--- src/rtl/control_pkg.sv ---
// Shared constants and state type for the 8x8 Game-of-Life controller.
package control_pkg;

    localparam int unsigned GRID_DIM  = 8;
    localparam int unsigned GRID_BITS = GRID_DIM * GRID_DIM;
    localparam int unsigned PAD_DIM   = GRID_DIM + 2;
    localparam int unsigned PAD_BITS  = PAD_DIM * PAD_DIM;
    localparam int unsigned CNT_W     = 4;

    typedef enum logic {
        IDLE = 1'b0,
        RUN  = 1'b1
    } state_t;

endpackage

--- src/rtl/life_next.sv ---
// Combinational next-generation logic for an 8x8 Life grid with dead borders.
module life_next
    import control_pkg::*;
(
    input  logic [GRID_BITS-1:0] i_grid,
    output logic [GRID_BITS-1:0] o_next
);

    logic [PAD_BITS-1:0] w_pad;

    // Surround the grid with a ring of permanently dead cells so edges need no special case.
    for (genvar pr = 0; pr < PAD_DIM; pr++) begin : g_pad_row
        if (pr == 0 || pr == PAD_DIM - 1) begin : g_border
            assign w_pad[pr*PAD_DIM +: PAD_DIM] = '0;
        end else begin : g_inner
            assign w_pad[pr*PAD_DIM +: PAD_DIM] =
                {1'b0, i_grid[(pr-1)*GRID_DIM +: GRID_DIM], 1'b0};
        end
    end

    for (genvar r = 0; r < GRID_DIM; r++) begin : g_row
        for (genvar c = 0; c < GRID_DIM; c++) begin : g_col
            localparam int unsigned P = (r + 1) * PAD_DIM + (c + 1);
            logic [CNT_W-1:0] w_cnt;

            assign w_cnt = CNT_W'(w_pad[P-PAD_DIM-1]) + CNT_W'(w_pad[P-PAD_DIM])
                         + CNT_W'(w_pad[P-PAD_DIM+1]) + CNT_W'(w_pad[P-1])
                         + CNT_W'(w_pad[P+1])         + CNT_W'(w_pad[P+PAD_DIM-1])
                         + CNT_W'(w_pad[P+PAD_DIM])   + CNT_W'(w_pad[P+PAD_DIM+1]);

            assign o_next[r*GRID_DIM + c] = (w_cnt == CNT_W'(3)) ||
                                            ((w_cnt == CNT_W'(2)) && i_grid[r*GRID_DIM + c]);
        end
    end

endmodule

--- src/rtl/control.sv ---
// Game-of-Life controller: loads a seed, then steps one generation per clock while start is high.
module control
    import control_pkg::*;
(
    input  logic                 clk,
    input  logic                 reset,
    input  logic [GRID_BITS-1:0] seed,
    input  logic                 start,
    output logic [GRID_BITS-1:0] out_grid
);

    state_t               r_state;
    state_t               w_state_nxt;
    logic [GRID_BITS-1:0] r_grid;
    logic [GRID_BITS-1:0] w_grid_nxt;
    logic [GRID_BITS-1:0] w_step;

    life_next u_life_next (
        .i_grid (r_grid),
        .o_next (w_step)
    );

    always_ff @(posedge clk or negedge reset) begin
        if (!reset) begin
            r_state <= IDLE;
            r_grid  <= '0;
        end else begin
            r_state <= w_state_nxt;
            r_grid  <= w_grid_nxt;
        end
    end

    // Seed is only looked at on the IDLE->RUN edge; dropping start pauses with the grid held.
    always_comb begin
        w_state_nxt = r_state;
        w_grid_nxt  = r_grid;
        case (r_state)
            IDLE: begin
                if (start) begin
                    w_grid_nxt  = seed;
                    w_state_nxt = RUN;
                end
            end
            RUN: begin
                if (start) begin
                    w_grid_nxt = w_step;
                end else begin
                    w_state_nxt = IDLE;
                end
            end
        endcase
    end

    assign out_grid = r_grid;

endmodule

--- config.mk ---
export PLATFORM = sky130hd
export DESIGN_NAME = control
export DESIGN_NICKNAME = d
export VERILOG_FILES = /design/src/rtl/control_pkg.sv /design/src/rtl/life_next.sv /design/src/rtl/control.sv
export SDC_FILE = /design/constraint.sdc
export NUM_CORES = 1
export LEC_CHECK = 0
export BUFFER_PORTS_ARGS = -buffer_cell sky130_fd_sc_hd__buf_2
export CAP_MARGIN = 15
export CORE_ASPECT_RATIO = 0.9
export CORE_MARGIN = 2
export CORE_UTILIZATION = 40
export CTS_CLUSTER_DIAMETER = 40
export CTS_CLUSTER_SIZE = 28
export DETAILED_ROUTE_END_ITERATION = 10
export GPL_TIMING_DRIVEN = 0
export SLEW_MARGIN = 20
export SYNTH_ARGS = -nofsm -noshare
export SYNTH_HDL_FRONTEND = slang
export SYNTH_SLANG_ARGS = --single-unit
export TNS_END_PERCENT = 50
--- constraint.sdc ---
create_clock -name clk -period 3.9 [get_ports clk]
set_clock_uncertainty 0.1 [all_clocks]
set_input_delay 0.39 -clock clk [delete_from_list [all_inputs] [get_ports clk]]
set_output_delay 0.39 -clock clk [all_outputs]
set_load 0.02 [all_outputs]
### Yosys cells after proc, flatten, opt, wreduce, memory -nomap -nowiden

Index checks and enable logic that the tools add are counted.

| storage, ports and cells | value |
|---|---|
| flip-flop bits (word level) | 65 |
| logic and storage cells | 615 |
| bits of input ports | 67 |

| cells by class | value |
|---|---|
| $add $sub $neg | 349 |
| bitwise operators | 1 |
| reduce and logical (&&, ||, !) cells | 129 |
| equal/unequal tests | 130 |
| multiplexer cells | 4 |

Operator list:

| cell | count |
|---|---|
| 4-bit by 1-bit adder with 4-bit output | 291 |
| 4-bit by 2-bit equality test with 1-bit output, second input constant | 126 |
| 64-bit two-way mux | 2 |
| 64-bit case mux with 2 select lines | 1 |
| 1-bit by 1-bit adder with 2-bit output | 57 |
| 1-bit logical AND | 64 |
| 1-bit logical OR | 64 |
| 3-bit by 2-bit equality test with 1-bit output, second input constant | 2 |
| 2-bit != test, second input constant | 2 |
| 2-bit by 1-bit adder with 3-bit output | 1 |
| 2-bit AND reduction | 1 |
| 1-bit two-way mux | 1 |
| 1-bit inverter | 1 |

### Longest topological paths before layout

| logic depth | value |
|---|---|
| depth after elaboration | 12 |
| depth in mapped cells | 11 |
| gate-level depth less buffers | 11 |

### Modules after synthesis

A second synthesis with hierarchy kept.

| unflattened totals | value |
|---|---|
| cell total of the unflattened synthesis | 1101 |
| area, all modules | 10850.4 sq um |

By module, submodules not included:

| module | instances | area each (sq um) | seq. area each (sq um) | cells an instance |
|---|---|---|---|---|
| life_next | 1 | 7858.8 | 0.0 | 823 |
| control | 1 | 2991.6 | 1626.6 | 278 |

### Worst setup path before layout

Ideal clock, no wire load.

| timing path | value |
|---|---|
| kind | reg2reg |
| from | register r_grid[41], in the netlist out_grid[41] |
| to | register r_grid[49], in the netlist out_grid[49] |
| setup time | 104 ps |
| required time | 3696 ps |
| data arrival time | 3139 ps |
| stages on the path, launching flop included | 12 |
| period minus slack after synthesis | 3342 ps |
| slack | 558 ps |
| path through | dfrtp_1 ha_1 inv_1 fa_1 fa_1 inv_1 fa_1 inv_1 fa_1 nand2_1 o21ai_0 a221oi_1 |

| between the ends | value |
|---|---|
| longest elaborated chain between the ends | 12 |
| elaborated cells between the ends (all ways) | 13 |

RTL lines:

| element | RTL line | RTL |
|---|---|---|
| start, declared | control.sv:14 | `logic [GRID_BITS-1:0] r_grid;` |
| start signal, assigned | control.sv:29 | `r_grid <= w_grid_nxt;` |
| 1-bit by 1-bit adder with 2-bit output (*) | life_next.sv:26 | `assign w_cnt = CNT_W'(w_pad[P-PAD_DIM-1]) + CNT_W'(w_pad[P-PAD_DIM])` |
| 4-bit by 1-bit adder with 4-bit output (*) (2 in a row) | life_next.sv:27 | `+ CNT_W'(w_pad[P-PAD_DIM+1]) + CNT_W'(w_pad[P-1])` |
| 4-bit by 1-bit adder with 4-bit output (*) (2 in a row) | life_next.sv:28 | `+ CNT_W'(w_pad[P+1]) + CNT_W'(w_pad[P+PAD_DIM-1])` |
| 4-bit by 1-bit adder with 4-bit output (*) (2 in a row) | life_next.sv:29 | `+ CNT_W'(w_pad[P+PAD_DIM]) + CNT_W'(w_pad[P+PAD_DIM+1]);` |
| 4-bit by 2-bit equality test with 1-bit output | life_next.sv:32 | `((w_cnt == CNT_W'(2)) && i_grid[r*GRID_DIM + c]);` |
| 1-bit logical AND | life_next.sv:32 |  |
| 1-bit logical OR (*) | life_next.sv:31 | `assign o_next[r*GRID_DIM + c] = (w_cnt == CNT_W'(3)) \|\|` |
| 64-bit two-way mux (*) | control.sv:45 | `if (start) begin` |
| 64-bit case mux with 2 select lines (*) | control.sv:37 | `case (r_state)` |

Every way passes the cells marked *; elsewhere a longest branch is shown, timed or not. The select of a mux whose other input is x is not followed.
A chain may end at the register's enable or synchronous reset.

### Worst setup path in the final report

| timing path | value |
|---|---|
| from | register r_grid[42], in the netlist out_grid[42] |
| to | register r_grid[50], in the netlist out_grid[50] |

Same word-level chain as after synthesis.

==> results.md <==
- Worst Setup End Kind: register
- Final min period: 3500 ps
- Initial Util: 40.3%
- Hold crit path type: in2reg
- Clock Pin Slew Worst Setup and Hold Paths: 70 ps
- Final Hold Slack: 107 ps
- Max Slew Vio Count: 0
- Number of distinct library cells after synthesis: 25
- Combinational family with the most area after synthesis: adder cells
- PortBufs: 130
- Vias in the first global route: 9391
- Initial antenna violation count: 0
- Register bit total from synthesis: 65
- Core Region: 0.0286 mm^2
- GR Util met2: 38.3%
- Worst-Margin Slew: 870 ps
- Fmax: 285 MHz
- CP max-delay cell: dfrtp_1
- DRC: 0
- CTS tree: built
- GRT Residual Overflow: 0
- Predominant post-synthesis flop cell: dfrtp_1
- Setup TNS: 0 ps
- Post-synth EDFFs: 0
- Share of layout cells above drive strength 1: 13.3%
- Syn Nets: 1625
- Worst-path fanout max: 9
- DIE AREA: 0.0303 mm^2
- Final core utilization: 45.6%
- Critical path's most frequent cell: fa_1
- Grt met1 use: 30.4%
- WL final: 31.6 mm
- Critical path's top delay family: adder cells
- Post-synthesis sequential area ratio: 14.1%
- Clock Sinks: 65
- First-pass GRT wire length: 51.2 mm
- Count leader, synth: inv_1
- ANT cells: 0
- Slowest Stage Delay on Critical Path: 630 ps
- Most used routing layer: met2
- WP buf/inv: 3
- DRT antenna net count: 0
- Synth Area in XOR/XNOR: 0%
- CP Cell Sequence: ha_1 -> inv_1 -> fa_1 -> fa_1 -> inv_1 -> fa_1 -> inv_1 -> fa_1 -> nand2_1 -> o21ai_0 -> a221oi_2
- Met3 usage: 3.64%
- Gate Count Post-Synth: 1204
- Final period util: 89.8%
- DR iter-0 viols: 496
- Placer Congestion: 0.838
- Synth Area in Simple Gates: 6.03%
- Post-synthesis mux area share: 0%
- Setup violators final: 0
- Layout area overhead: 12.9%
- Fin. Hold Viols: 0
- Die W: 183 um
- I/O pin count: 131
- Clk root buf: clkbuf_16
- Longest Clk Path Bufs: 2
- Top post-synthesis cells by count: inv_1 (359), fa_1 (196), ha_1 (158), dfrtp_1 (65), o22ai_1 (63)
- Post-DR vias/cell: 5.12
- First drt pass iteration count: 5
- RSZ-0062 raised after global routing: no
- CTS Buf Count: 9
- Synth Area in Adders: 51.1%
- Yosys top cell by area: fa_1
- Largest net degree at the start of global routing: 35
- Startpoint Class: register
- Synth area leaders: fa_1 (34%), ha_1 (17%), dfrtp_1 (14%)
- Critical path required time: 4060 ps
- Clk_lat worst skew: 370 ps
- Compound-Gate Fraction of Synth Area: 15.3%
- CP arrival: 3660 ps
- Post-DP HPWL: 24.5 mm
- Max-slew headroom: 42.0%
- Layout net count: 1768
- GRT Total Usage: 22.5%
- WS Path Type: reg2reg
- Synth top area share: 34.0%
- Via count: 8793
- Max-cap violation count: 0
- Mapped Area: 0.0116 mm^2
- Post-cts sizing count: 0
- Cell Rows: 59
- Outcome: finished clean
- Synth warn: 0
- H-tree depth: 3
- Mean Syn Cell Area: 9.60 um^2
- Wire per inst: 18.4 um
- Die Ht: 165 um
- Async S/R FF share, synth: 100%
## final timing paths
path	from	end	slack, ps	cells after the start
min in group asynchronous	reset	out_grid[15]$_DFFE_PN0P_	450	2
max in group asynchronous	reset	out_grid[49]$_DFFE_PN0P_	2650	3
setup reg to reg	out_grid[42]$_DFFE_PN0P_	out_grid[50]$_DFFE_PN0P_	400	11
hold reg to reg	out_grid[63]$_DFFE_PN0P_	out_grid[63]$_DFFE_PN0P_	530	2
hold / removal	start	r_state$_DFF_PN0_	110	1
setup / recovery	out_grid[42]$_DFFE_PN0P_	out_grid[50]$_DFFE_PN0P_	400	11
## cells in the final DEF (no fill, tap or decap), drive strengths merged
cell | Yosys | layout
inv | 359 | 359
fa | 196 | 196
buf | 33 | 164
ha | 158 | 158
dfrtp | 65 | 65
o22ai | 63 | 63
nand2 | 50 | 50
a21oi | 42 | 42
o21ai | 42 | 42
nor2b | 37 | 37
a221oi | 29 | 29
nand2b | 25 | 25
a211oi | 25 | 25
o2bb2ai | 24 | 24
a2111o | 14 | 14
a311oi | 13 | 13
nor2 | 13 | 13
nand3 | 13 | 13
clkbuf | 1 | 11
bufinv | 0 | 3
clkinv | 0 | 3
nor3b | 1 | 1
a22o | 1 | 1
dlygate4sd3 | 0 | 1
## per-stage QoR
| step | worst slack [ps] | area, um^2 | instances |
|---|---|---|---|
| 3_5_place_dp | 386 | 12700 | 1701 |
| 6_report | 396 | 13000 | 1718 |
| 2_1_floorplan | 558 | 11600 | 1204 |
| 3_3_place_gp | 413 | 12700 | 1700 |
| 5_1_grt | 140 | 13000 | 1718 |
| 4_1_cts | 390 | 13000 | 1718 |
## logic make-up (layout without fill, tap and decap cells)
kind of cell / Yosys count / after routing
compound gates: 253 / 253
fa+ha+maj: 354 / 354
buf+inv: 393 / 541
flops: 65 / 65
simple gates: 139 / 139
## what timing repair did
item,CTS,global route
setup buffers,0,0
endpoints found under the hold margin,31,0
hold buffers,1,0
## sequential cells by signal, indices dropped and copies added (netlist names)
register and flops:
out_grid 64, r_state 1
## routing by layer
| metal | wire (um) | up-vias |
|---|---|---|
| met1 | 14700 | 4380 |
| met5 | 0 | - |
| met4 | 459 | 0 |
| met2 | 15000 | 200 |
| li1 | - | 4184 |
| met3 | 1400 | 29 |
## area by class of cell
cell class,instances,area (um^2)
Sequential cell,65,1630
Clock buffer,10,239
Fill cell,2812,15600
Timing Repair Buffer,132,691
Inverter,359,1350
Clock inverter,6,105
Multi-Input combinational cell,746,8370
Buffer,34,213
Tap cell,366,458
Power is left out: the tool's default activity adds up to more than one toggle a clock period on the data nets, which glitch-free logic cannot reach.
